==> config.mk <==
export PLATFORM = sky130hd
export DESIGN_NAME = slave_msg_poller
export DESIGN_NICKNAME = d
export VERILOG_FILES = /design/src/rtl/slave_msg_poller.sv
export SDC_FILE = /design/constraint.sdc
export NUM_CORES = 1
export LEC_CHECK = 0
export CORE_UTILIZATION = 45
export DETAILED_ROUTE_END_ITERATION = 10
export GPL_TIMING_DRIVEN = 0
export HOLD_SLACK_MARGIN = 0.02
export PLACE_DENSITY_LB_ADDON = 0.3
export SLEW_MARGIN = 25
export SYNTH_ARGS = -nofsm -noshare
export SYNTH_HDL_FRONTEND = slang
export SYNTH_SLANG_ARGS = --single-unit
==> constraint.sdc <==
create_clock -name sys_clk -period 3.2 [get_ports sys_clk]
set_input_delay 0.96 -clock sys_clk [delete_from_list [all_inputs] [get_ports sys_clk]]
set_output_delay 0.96 -clock sys_clk [all_outputs]
set_load 0.01 [all_outputs]
==> src/rtl/slave_msg_poller.sv <==
// slave_msg_poller: round-robin bus master that drains one message per grant
// from the functional-test slaves and frames it as SYNC, CH, LEN, payload, CSUM.
// Latency: grant one cycle after the channel is scanned, first byte one cycle
// later. Each accepted byte is followed by a one-cycle tx_valid bubble.
// Backpressure: tx_valid/tx_data are held while tx_ready=0, and no rdreq is
// issued until the payload byte is accepted.
//
// Ports:
//   sys_clk, n_rst              clock and synchronous active-low reset
//   have_msg_bus, len_bus       per-channel pending flag and byte count (ch k at [8k+7:8k])
//   slave_data_bus, rdreq_bus   per-channel show-ahead FIFO head byte and pop strobe
//   tx_data, tx_valid, tx_ready byte stream to the host transmitter
//   busy, cur_ch, underrun      packet in progress, serviced channel, sticky ran-dry flag
module slave_msg_poller #(
   parameter int         N_CH      = 5,
   parameter logic [7:0] SYNC_BYTE = 8'hAA
) (
   input  logic              sys_clk,
   input  logic              n_rst,
   input  logic [N_CH-1:0]   have_msg_bus,
   input  logic [8*N_CH-1:0] len_bus,
   input  logic [8*N_CH-1:0] slave_data_bus,
   output logic [N_CH-1:0]   rdreq_bus,
   output logic [7:0]        tx_data,
   output logic              tx_valid,
   input  logic              tx_ready,
   output logic              busy,
   output logic [2:0]        cur_ch,
   output logic              underrun
);

   typedef enum logic [2:0] {
      S_SCAN,
      S_SYNC,
      S_CHAN,
      S_LEN,
      S_PAYLOAD,
      S_CSUM
   } state_t;

   state_t     state;
   logic [2:0] ptr;
   logic [7:0] cnt;
   logic [7:0] csum;
   logic       pad;

   logic [7:0] len_arr  [N_CH];
   logic [7:0] data_arr [N_CH];

   for (genvar k = 0; k < N_CH; k++) begin : g_unpack
      assign len_arr[k]  = len_bus[8*k +: 8];
      assign data_arr[k] = slave_data_bus[8*k +: 8];
   end

   function automatic logic [2:0] wrap_inc(input logic [2:0] c);
      return (c == 3'(N_CH - 1)) ? 3'd0 : c + 3'd1;
   endfunction

   // Pop on the same cycle the real payload byte is taken; the bubble that
   // follows gives the slave FIFO a cycle to present its new head. Gated by
   // n_rst so a reset that lands mid-payload cannot pop a byte.
   always_comb begin
      rdreq_bus = '0;
      if (n_rst && (state == S_PAYLOAD) && tx_valid && tx_ready && !pad)
         rdreq_bus[cur_ch] = 1'b1;
   end

   always_ff @(posedge sys_clk) begin
      if (!n_rst) begin
         state    <= S_SCAN;
         ptr      <= 3'd0;
         cnt      <= 8'd0;
         csum     <= 8'd0;
         pad      <= 1'b0;
         tx_data  <= 8'd0;
         tx_valid <= 1'b0;
         busy     <= 1'b0;
         cur_ch   <= 3'd0;
         underrun <= 1'b0;
      end else if (state == S_SCAN) begin
         // A zero-length message is skipped like an idle channel.
         if (have_msg_bus[ptr] && (len_arr[ptr] != 8'd0)) begin
            cur_ch <= ptr;
            cnt    <= len_arr[ptr];
            csum   <= 8'd0;
            pad    <= 1'b0;
            busy   <= 1'b1;
            state  <= S_SYNC;
         end else begin
            ptr <= wrap_inc(ptr);
         end
      end else if (tx_valid) begin
         if (tx_ready) begin
            tx_valid <= 1'b0;
            case (state)
               S_SYNC: state <= S_CHAN;
               S_CHAN: begin
                  csum  <= csum ^ tx_data;
                  state <= S_LEN;
               end
               S_LEN: begin
                  csum  <= csum ^ tx_data;
                  state <= S_PAYLOAD;
               end
               S_PAYLOAD: begin
                  csum <= csum ^ tx_data;
                  cnt  <= cnt - 8'd1;
                  if (cnt == 8'd1)
                     state <= S_CSUM;
               end
               S_CSUM: begin
                  busy  <= 1'b0;
                  pad   <= 1'b0;
                  ptr   <= wrap_inc(cur_ch);
                  state <= S_SCAN;
               end
               default: state <= S_SCAN;
            endcase
         end
      end else begin
         // Bubble cycle: load the byte for the current state.
         tx_valid <= 1'b1;
         case (state)
            S_SYNC: tx_data <= SYNC_BYTE;
            S_CHAN: tx_data <= {5'd0, cur_ch};
            S_LEN:  tx_data <= cnt;  // still equal to LEN: cnt only moves in PAYLOAD
            S_PAYLOAD: begin
               // Once the slave runs dry the rest of the packet is zero
               // padding, so the host still sees the advertised length.
               if (pad || !have_msg_bus[cur_ch]) begin
                  tx_data  <= 8'd0;
                  pad      <= 1'b1;
                  underrun <= 1'b1;
               end else begin
                  tx_data <= data_arr[cur_ch];
               end
            end
            S_CSUM:  tx_data <= csum;
            default: tx_data <= 8'd0;
         endcase
      end
   end

endmodule

==> results of run 1 <==
through the flow:
stage / setup TNS, ps / power [mW] / cells
final: 0 / 2.434 / 598
after global routing: 0 / 2.592 / 598
after CTS: 0 / 2.407 / 598
after detailed placement: -5641 / 2.034 / 589
after global placement: -5467 / 1.998 / 589
after floorplan: 0 / 1.579 / 407
worst paths after layout:
kind | from | endpoint | slack [ps]
setup / recovery | tx_ready | rdreq_bus[1] | 140
hold / removal | csum[7]$_SDFFE_PN0P_ | csum[7]$_SDFFE_PN0P_ | 470
setup reg to reg | ptr[0]$_SDFFE_PN0P_ | csum[0]$_SDFFE_PN0P_ | 820
hold reg to reg | csum[7]$_SDFFE_PN0P_ | csum[7]$_SDFFE_PN0P_ | 470
per-layer routing:
layer / vias to the layer above / global-route usage / share of wire
li1: 1735 / - / -
met1: 1721 / 0.3684 / 0.42
met2: 170 / 0.4709 / 0.48
met3: 19 / 0.05169 / 0.078
met4: 0 / 0.09091 / 0.017
met5: - / 0 / 0
critical path: cells and delay by family:
family / cells / cell delay, ps
simple gates: 5 / 790
buf+inv: 2 / 360
kinds of logic (layout without fill, tap and decap cells):
kind of cell,after synthesis,in the layout,synth area share
adder cells (fa/ha/maj),6,6,0.02538
flip-flops,37,37,0.2504
buffers and inverters,44,158,0.06387
AO/OA/AOI/OAI,146,146,0.3096
AND/OR/NAND/NOR,143,143,0.2301
multiplexers,31,31,0.1206
cells in the mapped netlist, drive strengths merged, types with 3 or more instances:
| cell type | number | area [um2] |
|---|---|---|
| mux4 | 3 | 67.56 |
| o21ai | 45 | 236.5 |
| a21oi | 43 | 219.0 |
| a211oi | 4 | 30.03 |
| nand3 | 15 | 75.07 |
| or3 | 5 | 31.28 |
| nor3 | 10 | 50.05 |
| nor4 | 8 | 56.30 |
| a22o | 12 | 105.1 |
| nor2 | 43 | 161.4 |
| mux2i | 21 | 210.2 |
| buf | 14 | 76.31 |
| o22ai | 11 | 68.82 |
| nand2b | 3 | 18.77 |
| mux2 | 7 | 78.83 |
| nand2 | 36 | 135.1 |
| o31ai | 3 | 22.52 |
| clkbuf | 17 | 63.81 |
| ha | 6 | 75.07 |
| nor2b | 9 | 56.30 |
| nand4 | 4 | 25.02 |
| o2bb2ai | 4 | 35.03 |
| dfxtp | 37 | 740.7 |
| inv | 13 | 48.80 |
| a22oi | 10 | 75.07 |
| and3 | 3 | 18.77 |
cell type report:
cell class                      count  area, um2  share of cell area
Tap cell                           77      96.34             0.02267
Sequential cell                    37      740.7              0.1743
Clock buffer                        6      82.58             0.01943
Buffer                             28      131.4             0.03092
Clock inverter                      2      13.76            0.003239
Timing Repair Buffer              109       1055              0.2482
Inverter                           13      52.55             0.01237
Multi-Input combinational cell    326       2077              0.4888
power by group through the flow:
stage               registers [mW]  logic, mW  clock network (mW)
floorplan                    0.618      0.961                   0
global placement             0.625       1.37                   0
detailed placement           0.628       1.41                   0
CTS                          0.620       1.43               0.358
global route                 0.632       1.58               0.382
finish                       0.624       1.46               0.354
timing repair:
item                       4_1_cts  5_1_grt
pin swaps                        2        2
buffers inserted                 3        1
setup endpoints to repair        5        3
gates resized for setup         34        1
flip-flops by register name (all words and copies together) (netlist names), named ones only:
signal / cells
busy: 1
csum: 8
underrun: 1
tx_data: 8
ptr: 3
tx_valid: 1
pad: 1
cur_ch: 3
state: 2
cnt: 8
==> results.sh, run 1 <==
export IMPL_area_growth_pct=43.65
export IMPL_path_clk_slew_ps=70
export IMPL_synth_edff_count=0
export IMPL_status="finished, final reports clean"
export IMPL_crit_path_top_delay_cell="nor3_4"
export IMPL_layout_commonest_cell="clkdlybuf4s50_1"
export IMPL_fin_nets=614
export IMPL_utilization=0.6692
export IMPL_drtAntennaViolNets=0
export IMPL_h_tree_depth=2
export IMPL_leakage_nw=1.529
export IMPL_grt_pass1_vias=3385
export IMPL_ys_ff_latch=37
export IMPL_drc=0
export IMPL_hold_viol=0
export IMPL_cts_buffers=5
export IMPL_initial_core_util=0.4658
export IMPL_cts_root_buf="clkbuf_8"
export IMPL_dpl_cell_area_um2=4105
export IMPL_antenna_found_initial=0
export IMPL_swShare=0.4585
export IMPL_grt_overflow_total=0
export IMPL_place_ws_ps=-1185
export IMPL_clock_sinks=37
export IMPL_syn_inst=407
export IMPL_clkPwrFrac=0.146
export IMPL_maxCapViolations=0
export IMPL_grt_max_degree=14
export IMPL_path_cells="dlygate4sd2_1 > and2_4 > nand3_4 > nor3_4 > nand2_2 > nor3_2 > buf_2"
export IMPL_core_area_um2=6350
export IMPL_finalCriticalPeriod_ps=3065
export IMPL_synth_main_ff_cell="dfxtp_1"
export IMPL_slowest_delay_ps=240
export IMPL_drt_initial_drc_count=270
export IMPL_maxSlewViolCount=0
export IMPL_seqPwrFrac=0.256
export IMPL_setup_ws_ps=135.2
export IMPL_gp_congestion=0.8809
export IMPL_grt_pass1_wl_mm=16.00
export IMPL_dieWidth_um=83.08
export IMPL_pwr_share_comb=0.598
export IMPL_synth_nets=501
export IMPL_cp_start_kind="input port"
export IMPL_period_share=0.9577
export IMPL_synthesis_area_um2=2958
export IMPL_slew_headroom=0.3304
export IMPL_worstMarginPinSlew_ps=998.4
export IMPL_final_cell_mix="clkdlybuf4s50_1 (99), o21ai_0 (44), nor2_1 (43), a21oi_1 (42), dfxtp_1 (37)"
export IMPL_groute_usage_overall=0.2825
export IMPL_ys_types=48
export IMPL_synthArstFlopShare=0
export IMPL_critical_path_arrival_ps=2100
export IMPL_synth_avg_cell_area_um2=7.267
export IMPL_wl_mm=9.943
export IMPL_crit_fanout=4
export IMPL_row_count=29
export IMPL_ys_warn_count=0
export IMPL_worstSetupPathType="input port to output port"
export IMPL_vdd_drop_max_v=0.0003874
export IMPL_skew_ps=9.658
export IMPL_dpl_hpwl_mm=7.610
export IMPL_end_kind="output port"
export IMPL_top_level_ports=107
export IMPL_rsz0062_at_grt="false"
export IMPL_holdPathStages=1
export IMPL_finalSetupViolCount=0
export IMPL_portBuffers=105
export IMPL_p_sw_mw=1.116
export IMPL_viasPerCell=6.095
export IMPL_r2r_cells=8
export IMPL_hold_path_class="flop to flop"
export IMPL_clk_insertion_delay_late_ps=300
export IMPL_required_ps=2240
export IMPL_clock_path_buffers=2
export IMPL_synth_seq_area_share=0.2504
export IMPL_max_freq_mhz=326.3
export IMPL_drive_above_1_share=0.09981
export IMPL_first_pass_iters=5
export IMPL_dieArea_um2=6901
export IMPL_p_int_mw=1.318
export IMPL_nFillCells=555
export IMPL_wl_per_cell_um=16.63
export IMPL_powerDensity_nw_per_um2=572.7
export IMPL_cts_tree="built"
export IMPL_fin_area_um2=4249
export IMPL_antenna_cells=0
export IMPL_vias=3645
export IMPL_die_height_um=83.08
export IMPL_hold_ws_ps=465.0
export IMPL_ctsHoldBuffers=0
No activity file was read; power rests on OpenSTA's default activity.
==> inputs of run 2 (changes only) <==
--- a/config.mk
+++ b/config.mk
@@ -5,7 +5,8 @@
 export SDC_FILE = /design/constraint.sdc
 export NUM_CORES = 1
 export LEC_CHECK = 0
-export CORE_UTILIZATION = 45
+export CAP_MARGIN = 25
+export CORE_UTILIZATION = 41
 export DETAILED_ROUTE_END_ITERATION = 10
 export GPL_TIMING_DRIVEN = 0
 export HOLD_SLACK_MARGIN = 0.02
==> constraint.sdc (replaced) <==
create_clock -name sys_clk -period 2.8 [get_ports sys_clk]
set_input_delay 0.84 -clock sys_clk [delete_from_list [all_inputs] [get_ports sys_clk]]
set_output_delay 0.84 -clock sys_clk [all_outputs]
set_load 0.01 [all_outputs]
==> run 2 against run 1 <==
Net effect:
- final cell count grew 3.0%
- first-iteration DRC count down 30%
- critical endpoint is now rdreq_bus[3]
- combinational power is 16% higher
- largest power group unchanged
- core utilization fell by 3.4 points
- clock skew is 7.1 ps lower
- sequential power is 15% higher
- clock power increased by 14%
- power rose by 16%
- cell area increased by 2.7%
==> results.sh, run 2 (synthesis gave the netlist of run 1 again) <==
export IMPL_seqPwrFrac=0.254
export IMPL_area_growth_pct=47.59
export IMPL_path_cells="buf_6 > inv_2 > clkbuf_8 > nor3_4 > nand2_2 > nor3_2 > buf_2"
export IMPL_drive_above_1_share=0.1231
export IMPL_critical_path_arrival_ps=1860
export IMPL_setup_tns_ps=0
export IMPL_cp_start_kind="input port"
export IMPL_setup_ws_ps=97.43
export IMPL_cts_root_buf="clkbuf_8"
export IMPL_path_clk_slew_ps=70
export IMPL_initial_core_util=0.4306
export IMPL_clk_insertion_delay_late_ps=290
export IMPL_pwr_share_comb=0.602
export IMPL_hold_path_class="flop to flop"
export IMPL_r2r_start="ptr[1]$_SDFFE_PN0P_"
export IMPL_gp_congestion=0.8956
export IMPL_reg2reg_to="cnt[7]$_SDFFE_PN0P_"
export IMPL_grt_max_degree=20
export IMPL_period_share=0.9652
export IMPL_maxSlewViolCount=0
export IMPL_hold_viol=0
export IMPL_status="finished, final reports clean"
export IMPL_leakage_nw=1.595
export IMPL_r2r_cells=7
export IMPL_core_area_um2=6869
export IMPL_wl_mm=9.741
export IMPL_die_height_um=86.94
export IMPL_fin_nets=613
export IMPL_dpl_hpwl_mm=7.493
export IMPL_maxCapViolations=0
export IMPL_row_count=30
export IMPL_groute_usage_overall=0.2562
export IMPL_grt_overflow_total=0
export IMPL_viasPerCell=5.786
export IMPL_wl_per_cell_um=15.81
export IMPL_largestRegisters="cnt: 8 flops, csum: 8 flops, tx_data: 8 flops"
export IMPL_holdPathStages=1
export IMPL_grt_pass1_wl_mm=15.28
export IMPL_dieWidth_um=86.94
export IMPL_hold_ws_ps=472.4
export IMPL_clock_sinks=37
export IMPL_clock_path_buffers=2
export IMPL_final_cell_mix="clkdlybuf4s50_1 (94), o21ai_0 (44), nor2_1 (42), a21oi_1 (41), dfxtp_1 (37)"
export IMPL_vdd_drop_max_v=0.0003995
export IMPL_end_kind="output port"
export IMPL_drc=0
export IMPL_required_ps=1960
export IMPL_r2r_setup_slack_ps=450
export IMPL_skew_ps=2.556
export IMPL_cts_tree="built"
export IMPL_crit_fanout=10
export IMPL_layout_commonest_cell="clkdlybuf4s50_1"
export IMPL_first_pass_iters=5
export IMPL_drt_initial_drc_count=190
export IMPL_portBuffers=105
export IMPL_slowest_delay_ps=200
export IMPL_top_level_ports=107
export IMPL_clkPwrFrac=0.144
export IMPL_antenna_cells=0
export IMPL_worstSetupPathType="input port to output port"
export IMPL_rsz0062_at_grt="false"
export IMPL_crit_path_top_delay_cell="nor3_4"
export IMPL_max_freq_mhz=370.0
export IMPL_drtAntennaViolNets=0
export IMPL_finalCriticalPeriod_ps=2703
export IMPL_utilization=0.6355
export IMPL_vias=3564
export IMPL_antenna_found_initial=0
export IMPL_swShare=0.4451
export IMPL_worstMarginPinSlew_ps=644.2
export IMPL_finalSetupViolCount=0
export IMPL_fin_total_pwr_mw=2.820
export IMPL_hp_start="csum[2]$_SDFFE_PN0P_"
export IMPL_min_to="csum[2]$_SDFFE_PN0P_"
export IMPL_place_ws_ps=-1326
export IMPL_slew_headroom=0.5673
export IMPL_ctsHoldBuffers=0
export IMPL_grt_pass1_vias=3240
export IMPL_dieArea_um2=7558
export IMPL_p_sw_mw=1.255
export IMPL_cts_buffers=5
export IMPL_h_tree_depth=2
export IMPL_powerDensity_nw_per_um2=645.9
export IMPL_p_int_mw=1.565
[run 2: cell count changes in the layout (fill, tap and decap cells not counted), sizes merged]
cell           before  now
dlygate4sd2         1    0
dlymetal6s2s        0    5
clkinvlp            1    0
inv                12   13
buf                22   23
clkdlybuf4s50      99   94
clkinv              2    1
[run 2: power by group through the flow]
stage | Clock (mW) | Combinational (mW) | Sequential [mW]
3_5_place_dp | 0 | 1.59 | 0.716
5_1_grt | 0.439 | 1.86 | 0.727
2_1_floorplan | 0 | 1.10 | 0.706
3_3_place_gp | 0 | 1.58 | 0.711
6_report | 0.405 | 1.70 | 0.716
4_1_cts | 0.413 | 1.61 | 0.705
[run 2: per-layer routing]
| layer | GRT usage | up-vias | part of all wire |
|---|---|---|---|
| li1 | - | 1733 | - |
| met1 | 0.3407 | 1656 | 0.44 |
| met2 | 0.4316 | 166 | 0.47 |
| met3 | 0.04360 | 9 | 0.084 |
| met4 | 0.06061 | 0 | 0.0080 |
| met5 | 0 | - | 0 |
[run 2: layout make-up]
cell class	instances	area, um2
Clock buffer	7	96.34
Buffer	27	146.4
Sequential cell	37	740.7
Inverter	13	48.80
Multi-Input combinational cell	326	2145
Timing Repair Buffer	109	1064
Clock inverter	1	5.005
Tap cell	96	120.1
Fill cell	633	2504
[run 2: worst max-delay path by stage]
stage | from | endpoint | slack (ps) | depth (start not counted)
finish | n_rst | rdreq_bus[3] | 100 | 7
floorplan | n_rst | rdreq_bus[0] | -0.03 | 6
CTS | n_rst | rdreq_bus[0] | 6 | 7
global placement | tx_ready | rdreq_bus[0] | -1310 | 8
detailed placement | tx_ready | rdreq_bus[0] | -1330 | 8
global route | have_msg_bus[1] | cnt[7]$_SDFFE_PN0P_ | 7 | 8
[run 2: timing repair]
item	in CTS	in global routing
gates cloned	0	0
endpoints found under the setup margin	5	21
gates resized for setup	42	22
setup buffers	3	1
pin swaps	2	8
[run 2: worst max-delay path, delay by kind of cell]
family,cells,cell delay [ps]
buffers and inverters,4,500
AND/OR/NAND/NOR,3,520
[run 2: through the flow]
stage,area [um2],std cells
after floorplan,2958,407
after global placement,4129,608
after detailed placement,4129,608
after CTS,4269,617
after global routing,4365,616
final,4365,616
